**src/rtl/y_fetch_unit_if.sv**
```systemverilog
// Fetch-unit bus bundle: instruction-memory request/response and the decode-side
// instruction handshake. "master" is the fetch unit, "slave" is memory + decode.
interface y_fetch_unit_if;
    logic        imem_req_valid;
    logic        imem_req_ready;
    logic [31:0] imem_req_addr;
    logic        imem_rsp_valid;
    logic [31:0] imem_rsp_data;
    logic        ins_valid;
    logic        ins_ready;
    logic [31:0] ins;
    logic [31:0] ins_pc;

    modport master (
        output imem_req_valid, imem_req_addr,
        input  imem_req_ready,
        input  imem_rsp_valid, imem_rsp_data,
        output ins_valid, ins, ins_pc,
        input  ins_ready
    );

    modport slave (
        input  imem_req_valid, imem_req_addr,
        output imem_req_ready,
        output imem_rsp_valid, imem_rsp_data,
        input  ins_valid, ins, ins_pc,
        output ins_ready
    );
endinterface

```
**src/rtl/y_fetch_unit.sv**
```systemverilog
// yChip instruction-fetch front end: PC, one-deep memory request tracking and a
// PC-tagged instruction FIFO. Define FETCH_PERF_EN to add fetch/drop counters.
module y_fetch_unit #(
    parameter int          DEPTH    = 2,
    parameter logic [31:0] RESET_PC = 32'h0,
    parameter logic [31:0] PC_STEP  = 32'd4
) (
    input  logic        clk,
    input  logic        reset,
    input  logic [31:0] entryPoint,
    input  logic        INT,
    input  logic        redirect_valid,
    input  logic [31:0] redirect_pc,
    y_fetch_unit_if.master bus
`ifdef FETCH_PERF_EN
    ,
    output logic [31:0] perf_fetched,
    output logic [31:0] perf_dropped
`endif
);
    localparam int PTR_W = (DEPTH > 1) ? $clog2(DEPTH) : 1;
    localparam int CNT_W = $clog2(DEPTH + 1);
    localparam logic [PTR_W-1:0] LAST_PTR = PTR_W'(DEPTH - 1);

    logic [31:0]      pc_r;
    logic [31:0]      req_pc_r;
    logic             inflight_r;
    logic             drop_r;
    logic [CNT_W-1:0] count_r;
    logic [PTR_W-1:0] wr_ptr_r;
    logic [PTR_W-1:0] rd_ptr_r;
    logic [31:0]      ins_mem_r [DEPTH];
    logic [31:0]      pc_mem_r  [DEPTH];

    logic flush_s;
    logic credit_ok_s;
    logic req_valid_s;
    logic fire_s;
    logic push_s;
    logic pop_s;
    logic ins_valid_s;

    function automatic logic [PTR_W-1:0] ptr_inc(input logic [PTR_W-1:0] p);
        return (p == LAST_PTR) ? '0 : p + PTR_W'(1);
    endfunction

    // Handshake decode; a flush cycle neither requests, pushes nor pops.
    always_comb begin
        flush_s     = !reset && (INT || redirect_valid);
        credit_ok_s = (32'(count_r) + 32'(inflight_r)) < 32'(DEPTH);
        req_valid_s = !reset && !INT && !redirect_valid && credit_ok_s;
        fire_s      = req_valid_s && bus.imem_req_ready;
        push_s      = !reset && bus.imem_rsp_valid && !drop_r && !flush_s;
        ins_valid_s = !reset && (count_r != '0);
        pop_s       = ins_valid_s && bus.ins_ready && !flush_s;
    end

    assign bus.imem_req_valid = req_valid_s;
    assign bus.imem_req_addr  = pc_r;
    assign bus.ins_valid      = ins_valid_s;
    assign bus.ins            = ins_valid_s ? ins_mem_r[rd_ptr_r] : 32'h0;
    assign bus.ins_pc         = ins_valid_s ? pc_mem_r[rd_ptr_r]  : 32'h0;

    // Program counter with reset > INT > redirect > sequential priority.
    always_ff @(posedge clk) begin
        if (reset) begin
            pc_r <= RESET_PC;
        end else if (INT) begin
            pc_r <= entryPoint & ~32'h3;
        end else if (redirect_valid) begin
            pc_r <= redirect_pc & ~32'h3;
        end else if (fire_s) begin
            pc_r <= pc_r + PC_STEP;
        end else begin
            pc_r <= pc_r;
        end
    end

    // Outstanding-request tracking. A response landing in the flush cycle itself is
    // discarded there, so drop only arms for a request still open after this cycle.
    always_ff @(posedge clk) begin
        if (reset) begin
            req_pc_r   <= 32'h0;
            inflight_r <= 1'b0;
            drop_r     <= 1'b0;
        end else begin
            req_pc_r   <= fire_s ? pc_r : req_pc_r;
            inflight_r <= fire_s ? 1'b1 : (bus.imem_rsp_valid ? 1'b0 : inflight_r);
            if (flush_s) begin
                drop_r <= inflight_r && !bus.imem_rsp_valid;
            end else if (bus.imem_rsp_valid && drop_r) begin
                drop_r <= 1'b0;
            end else begin
                drop_r <= drop_r;
            end
        end
    end

    // FIFO occupancy and pointers; flush discards every buffered entry.
    always_ff @(posedge clk) begin
        if (reset || flush_s) begin
            count_r  <= '0;
            wr_ptr_r <= '0;
            rd_ptr_r <= '0;
        end else begin
            wr_ptr_r <= push_s ? ptr_inc(wr_ptr_r) : wr_ptr_r;
            rd_ptr_r <= pop_s  ? ptr_inc(rd_ptr_r) : rd_ptr_r;
            case ({push_s, pop_s})
                2'b10:   count_r <= count_r + CNT_W'(1);
                2'b01:   count_r <= count_r - CNT_W'(1);
                default: count_r <= count_r;
            endcase
        end
    end

    // FIFO payload storage, tagged with the PC of the request that produced it.
    always_ff @(posedge clk) begin
        if (push_s) begin
            ins_mem_r[wr_ptr_r] <= bus.imem_rsp_data;
            pc_mem_r[wr_ptr_r]  <= req_pc_r;
        end
    end

`ifdef FETCH_PERF_EN
    logic discard_s;
    assign discard_s = !reset && bus.imem_rsp_valid && (drop_r || flush_s);

    // Performance counters: pushes, and discarded responses plus flushed entries.
    always_ff @(posedge clk) begin
        if (reset) begin
            perf_fetched <= 32'h0;
            perf_dropped <= 32'h0;
        end else begin
            perf_fetched <= perf_fetched + (push_s ? 32'h1 : 32'h0);
            perf_dropped <= perf_dropped + (discard_s ? 32'h1 : 32'h0)
                          + (flush_s ? 32'(count_r) : 32'h0);
        end
    end
`endif
endmodule

```
**src/flat_wrapper.sv**
```systemverilog
// flat-port wrapper written by rule: the top's interface ports become plain ports
module y_fetch_unit_flat 
#(
    parameter int          DEPTH    = 2,
    parameter logic [31:0] RESET_PC = 32'h0,
    parameter logic [31:0] PC_STEP  = 32'd4
)
  (clk, reset, entryPoint, INT, redirect_valid, redirect_pc, bus_imem_req_valid, bus_imem_req_addr, bus_imem_req_ready, bus_imem_rsp_valid, bus_imem_rsp_data, bus_ins_valid, bus_ins, bus_ins_pc, bus_ins_ready);
  y_fetch_unit_if bus_i ();
  input  logic clk;
  input  logic reset;
  input  logic [31:0] entryPoint;
  input  logic INT;
  input  logic redirect_valid;
  input  logic [31:0] redirect_pc;
  output wire logic [$bits(bus_i.imem_req_valid)-1:0] bus_imem_req_valid;
  output wire logic [$bits(bus_i.imem_req_addr)-1:0] bus_imem_req_addr;
  input wire logic [$bits(bus_i.imem_req_ready)-1:0] bus_imem_req_ready;
  input wire logic [$bits(bus_i.imem_rsp_valid)-1:0] bus_imem_rsp_valid;
  input wire logic [$bits(bus_i.imem_rsp_data)-1:0] bus_imem_rsp_data;
  output wire logic [$bits(bus_i.ins_valid)-1:0] bus_ins_valid;
  output wire logic [$bits(bus_i.ins)-1:0] bus_ins;
  output wire logic [$bits(bus_i.ins_pc)-1:0] bus_ins_pc;
  input wire logic [$bits(bus_i.ins_ready)-1:0] bus_ins_ready;
  assign bus_imem_req_valid = bus_i.imem_req_valid;
  assign bus_imem_req_addr = bus_i.imem_req_addr;
  assign bus_i.imem_req_ready = bus_imem_req_ready;
  assign bus_i.imem_rsp_valid = bus_imem_rsp_valid;
  assign bus_i.imem_rsp_data = bus_imem_rsp_data;
  assign bus_ins_valid = bus_i.ins_valid;
  assign bus_ins = bus_i.ins;
  assign bus_ins_pc = bus_i.ins_pc;
  assign bus_i.ins_ready = bus_ins_ready;
  y_fetch_unit #(.DEPTH(DEPTH), .RESET_PC(RESET_PC), .PC_STEP(PC_STEP)) u_core (.clk(clk), .reset(reset), .entryPoint(entryPoint), .INT(INT), .redirect_valid(redirect_valid), .redirect_pc(redirect_pc), .bus(bus_i));
endmodule
```
**config.mk**
```make
export PLATFORM = sky130hd
export DESIGN_NAME = y_fetch_unit_flat
export DESIGN_NICKNAME = d
export VERILOG_FILES = /design/src/rtl/y_fetch_unit_if.sv /design/src/rtl/y_fetch_unit.sv /design/src/flat_wrapper.sv
export SDC_FILE = /design/constraint.sdc
export NUM_CORES = 1
export LEC_CHECK = 0
export CORE_MARGIN = 4
export CORE_UTILIZATION = 53
export CTS_CLUSTER_DIAMETER = 60
export DETAILED_ROUTE_END_ITERATION = 12
export GPL_ROUTABILITY_DRIVEN = 0
export PLACE_DENSITY = 0.85
export SYNTH_ARGS = -nofsm -noshare
export SYNTH_HDL_FRONTEND = slang
export SYNTH_SLANG_ARGS = --single-unit
```
**constraint.sdc**
```tcl
create_clock -name clk -period 8.45 [get_ports clk]
set_input_delay 0.845 -clock clk [delete_from_list [all_inputs] [get_ports clk]]
set_output_delay 0.845 -clock clk [all_outputs]
set_load 0.02 [all_outputs]
```
Yosys cells after proc, flatten, opt, wreduce, memory -nomap -nowiden
Memory sizes are Yosys's and may differ from the RTL's. A register that Yosys moved wholly into a read port is not among the register bits.
Cells that the tools add are included.
{"block": "totals", "register_bits": 70, "ram_bits": 128, "input_bits": 103, "output_inout_bits": 98, "wordCells": 64, "memories": 2}
{"block": "classes", "n_addsub": 6, "magnitude_cmp": 1, "eq_ne": 2, "muxes": 18, "reduce_logical": 27}
{"name": "u_core.ins_mem_r", "depth": 2, "word_bits": 32, "rd": 1, "rd_ports_with_merged_regs": 1, "write_ports": 1, "line_no": "y_fetch_unit.sv:32", "rtl": "logic [31:0] ins_mem_r [DEPTH];"}
{"name": "u_core.pc_mem_r", "depth": 2, "word_bits": 32, "rd": 1, "rd_ports_with_merged_regs": 1, "write_ports": 1, "line_no": "y_fetch_unit.sv:33", "rtl": "logic [31:0] pc_mem_r [DEPTH];"}
{"cell": "two-way mux 32 bit", "count": 5}
{"cell": "adder 32 x 3 -> 32 bit, second input constant", "count": 1}
{"cell": "less-than comparator 32 x 2 -> 1 bit, second input constant", "count": 1}
{"cell": "logical AND 1 bit", "count": 13}
{"cell": "two-way mux 1 bit", "count": 12}
{"cell": "nonzero test 2 bit", "count": 4}
{"cell": "zero test 1 bit", "count": 6}
{"cell": "case mux 2 bit (2 select lines)", "count": 1}
{"cell": "adder 2 x 1 -> 3 bit", "count": 1}
{"cell": "nonzero test 3 bit", "count": 1}
{"cell": "OR reduction 3 bit", "count": 1}
{"cell": "adder 1 bit, second input constant", "count": 2}
{"cell": "adder 2 x 1 -> 2 bit, second input constant", "count": 1}
{"cell": "== test 2 x 1 -> 1 bit, second input constant", "count": 1}
{"cell": "== test 2 bit, second input constant", "count": 1}
{"cell": "logical OR 1 bit", "count": 2}
{"cell": "subtractor 2 x 1 -> 2 bit, second input constant", "count": 1}

Depth between registers and ports, before layout
{"block": "depth", "word_depth": 8, "ltp_mapped": 9, "depth_no_buf": 7}

Worst setup path before layout
OpenSTA, ideal clock, no wires.
{"block": "synth_path", "path_type": "input port to flip-flop", "from": "input redirect_valid", "to": "memory u_core.ins_mem_r[0][0], enable pin", "setup_ns": 0.482, "arrival_ns": 4.263, "t_required_ns": 7.968, "slack_ns": 3.705, "stages": 5, "path_buffers": 2, "path_cell_list": "buf_4 -> nor2_1 -> clkbuf_1 -> nand4b_1 -> nor2_1"}
{"block": "synth_via", "elab_chain_cells": 6}
{"item": "from (decl)", "line_no": "flat_wrapper.sv:14", "rtl": "input logic redirect_valid;"}
{"item": "logical OR 1 bit", "line_no": "y_fetch_unit.sv:49", "rtl": "flush_s = !reset && (INT || redirect_valid);"}
{"item": "logical AND 1 bit", "line_no": "y_fetch_unit.sv:49"}
{"item": "zero test 1 bit", "line_no": "y_fetch_unit.sv:53", "rtl": "push_s = !reset && bus.imem_rsp_valid && !drop_r && !flush_s;"}
{"item": "logical AND 1 bit", "line_no": "y_fetch_unit.sv:53"}
{"item": "two-way mux 1 bit", "line_no": "y_fetch_unit.sv:118", "rtl": "if (push_s) begin"}
{"item": "two-way mux 1 bit (not written as such)", "line_no": "y_fetch_unit.sv:119", "rtl": "ins_mem_r[wr_ptr_r] <= bus.imem_rsp_data;"}
{"item": "to (decl)", "line_no": "y_fetch_unit.sv:32"}
Every way passes these cells.

Final worst setup path
{"block": "layout_path", "from": "input reset", "to": "output bus_ins_pc[4]"}
{"block": "layout_via", "elab_chain_cells": 3}
{"item": "from (decl)", "line_no": "flat_wrapper.sv:11", "rtl": "input logic reset;"}
{"item": "zero test 1 bit", "line_no": "y_fetch_unit.sv:54", "rtl": "ins_valid_s = !reset && (count_r != '0);"}
{"item": "logical AND 1 bit", "line_no": "y_fetch_unit.sv:54"}
{"item": "two-way mux 32 bit", "line_no": "y_fetch_unit.sv:62", "rtl": "assign bus.ins_pc = ins_valid_s ? pc_mem_r[rd_ptr_r] : 32'h0;"}
{"item": "to (decl)", "line_no": "flat_wrapper.sv:23", "rtl": "output wire logic [$bits(bus_i.ins_pc)-1:0] bus_ins_pc;"}
Every way passes these cells.

==> metrics.txt <==
critical-path cell list=buf_2, buf_4, inv_1, o21ai_4, buf_4, nor2_1, clkdlybuf4s50_1; Final nets=994; Worst-Margin Slew=1.09 ns; Post-DP Area=10200 µm²; first-pass GRT wire length=approximately 30000 µm; wire per inst=17.6 µm; Crit path top cell by count=buf_4; Cell Count Post-Placement=roughly 1100; Avg Vias per Cell=approximately 5.6; Die Wd=132 µm; fin crit share=49.6%; Power Total=2.01 mW; Num CTS Buffers=17; leakage=3.54 nW; FILL cells=1089; post-synthesis register bit count=191; max-slew violations=0; Critical Path Sink Type=output port; Max FO, Critical Path=63; setup TNS=0 ns; Seq/Total Area, Yosys=61.8%; register area=between 5000 and 6000 µm²; Worst setup SP type=primary input; CP delay by family, top=buffers and inverters; level count of the clock H-tree=4; GRT overflow=0; area of the multi-input gates=2900 µm²; asr flop ratio synth=0%; Worst EP required=approximately 7.6 ns; # hold bufs at CTS=0; vias in the first global route=5934; Hold Path Depth=0; Diodes inserted=0; max_cap viols=0; crit path max-delay cell type=clkdlybuf4s50_1; Die Height=132 µm; Rows=45; Clock Pin Slew Worst Setup and Hold Paths=0.07 ns; slowest stage delay, CP=0.57 ns; post-route cell area=10800 µm²; status=completed; PortBufs=around 190; Synth Warn #=0; clk_skew=0.00791 ns; worst path bufs/invs=5; Hold WC Path Type=flip-flop to flip-flop; CTS root buffer=clkbuf_16; Post-Synthesis Cell Area=8200 µm²; Unique masters post-synth=63; Post-DP HPWL=between 10000 and 15000 µm; drt pass-1 iters=6; IO Count=201; total track usage=21.8%; power per cell area=186 nW/µm²; layout cells sized above 1=5.43%; EDFF count, synth=124; FF-to-FF Start=u_core.count_r[1]$_SDFFE_PP0P_; Max rail drop VDD=approximately 0.14 mV; crit path time final=4.19 ns; max_slew headroom=27.7%; DRC=0; postcts setup bufs=0; initial detailed-routing violation count=328; Post-Syn Area per Cell=11.4 µm²; CTS tree=built; critical path depth=7; Final Hold Fails=0; die footprint=17500 µm²; DR vias=6092; area delta synth->final=32.0%; clk buf depth=2; total clock sinks=191; Worst Reg-to-Reg Cells=5; clk_lat worst skew=0.42 ns; Final setup violation count=0; Min-Delay Endpoint=u_core.pc_mem_r[1][26]$_DFFE_PP_; ys flop type=edfxtp_1; Worst R2R Setup Slack=6.15 ns; reg-to-reg endpoint=u_core.bus.imem_req_addr[4]$_SDFFE_PP0P_; Mapped Cells=718; remaining antenna violation count=0; RSZ-0062 raised after global routing=no; HP Start=u_core.req_pc_r[26]$_SDFFE_PP0P_; CP Class=primary input to output port; Util after Layout=71.2%; Detailed Route WL=between 15000 and 20000 µm; initial antenna violation count=0; CP Data Arrival Time=3.35 ns; CTS resizes=0; Core Area=15200 µm²; final non-filler cell total=1090; Initial Util=53.9%; Max Clock Freq=between 200 and 250 MHz; pin count of the biggest net entering global routing=64
==> placed cells by master (no fill, tap or decap), types with 3 or more instances in the layout <==
master and instances:
o211ai_1 8, xor2_1 5, nand2b_1 7, nand2_1 79, nand4_1 12, clkdlybuf4s50_1 191
o21ai_0 16, nor4_1 5, o21a_1 6, nor2_1 88, a31oi_1 4, xnor2_1 13
nand3_1 9, conb_1 4, edfxtp_1 124, o22ai_1 4, bufinv_16 3, mux2i_1 67
clkbuf_1 3, a21oi_1 54, inv_6 4, and3_1 9, a211oi_1 14, clkbuf_16 17
a22oi_1 6, and2_1 7, nor3_1 6, dfxtp_1 66, buf_4 7, inv_1 12
==> Yosys cell counts (5+ instances only) <==
cell | instances | area share [%]
o21a_1 | 6 | 0.55
nor4_1 | 5 | 0.38
a21oi_1 | 54 | 3.3
and2_1 | 7 | 0.53
mux2i_1 | 67 | 8.2
nor3_1 | 6 | 0.37
clkbuf_1 | 30 | 1.4
nand3_1 | 9 | 0.55
o21ai_0 | 16 | 0.98
buf_2 | 8 | 0.49
dfxtp_1 | 67 | 16
a211oi_1 | 14 | 1.3
buf_4 | 6 | 0.55
inv_1 | 12 | 0.55
nand2b_1 | 7 | 0.53
nand2_1 | 79 | 3.6
o211ai_1 | 8 | 0.73
a22oi_1 | 6 | 0.55
xor2_1 | 5 | 0.53
and3_1 | 9 | 0.69
nor2_1 | 90 | 4.1
xnor2_1 | 13 | 1.4
nand4_1 | 12 | 0.92
edfxtp_1 | 124 | 45
==> power by group <==
group	leakage (nW)	internal (mW)	switching [mW]
logic	1.53	0.0866	0.0777
clock network	0.289	0.478	0.338
registers	1.72	1.01	0.0229
==> registers in the layout (all words and copies together), names as in the netlist, named ones only <==
register and flops:
u_core.pc_mem_r 60, u_core.req_pc_r 30, u_core.inflight_r 1, u_core.rd_ptr_r 1
u_core.count_r 2, u_core.ins_mem_r 64, u_core.bus.imem_req_addr 30, u_core.drop_r 1
u_core.wr_ptr_r 1
==> layout make-up <==
type,instances,share of cell area [%]
well taps,188,2.17
repair buffers,199,18.2
multi-input cells,468,26.8
clock buffers,21,4.16
clock inverters,11,1.42
flip-flops and latches,191,46.8
inverters,12,0.416
==> worst reg2reg max path, stage by stage (launching register included) <==
cell and delay, ns:
dfxtp_1 0.39, nor4_4 0.42, nand2_4 0.38, nand2_1 0.64
o211ai_1 0.18, o211a_1 0.17
==> kinds of logic after synthesis <==
| kind of cell | after synthesis | share of synthesized area (%) |
|---|---|---|
| AND/OR/NAND/NOR | 238 | 13.3 |
| flip-flops | 191 | 61.8 |
| AO/OA/AOI/OAI | 138 | 11.0 |
| multiplexers | 68 | 8.32 |
| buffers and inverters | 62 | 3.34 |
| XOR/XNOR | 18 | 1.92 |
| adder cells (fa/ha/maj) | 2 | 0.305 |
| other | 1 | 0.0457 |
==> layer usage <==
metal / vias up / share of wire, % / GRT usage, %
li1: 2944 / - / -
met1: 2849 / 43 / 28.8
met2: 269 / 47 / 34.7
met3: 30 / 7.5 / 5.84
met4: 0 / 1.6 / 7.97
met5: - / 0 / 0
==> metrics by stage <==
| step | hold slack, ns | setup WS (ns) |
|---|---|---|
| final | 0.455 | 4.26 |
| after detailed placement | 0.438 | 4.25 |
| after CTS | 0.454 | 4.25 |
| after floorplan | 0.425 | 3.70 |
| after global placement | 0.431 | 4.25 |
| after global routing | 0.470 | 4.09 |
==> how the worst max path moves through the flow <==
stage	to	from
CTS	bus_ins_pc[14]	reset
floorplan	u_core.ins_mem_r[0][0]$_DFFE_PP_	redirect_valid
global placement	bus_ins_pc[14]	reset
global route	bus_ins_pc[14]	reset
detailed placement	bus_ins_pc[14]	reset
finish	bus_ins_pc[4]	reset
No activity file was read; power rests on OpenSTA's default activity.
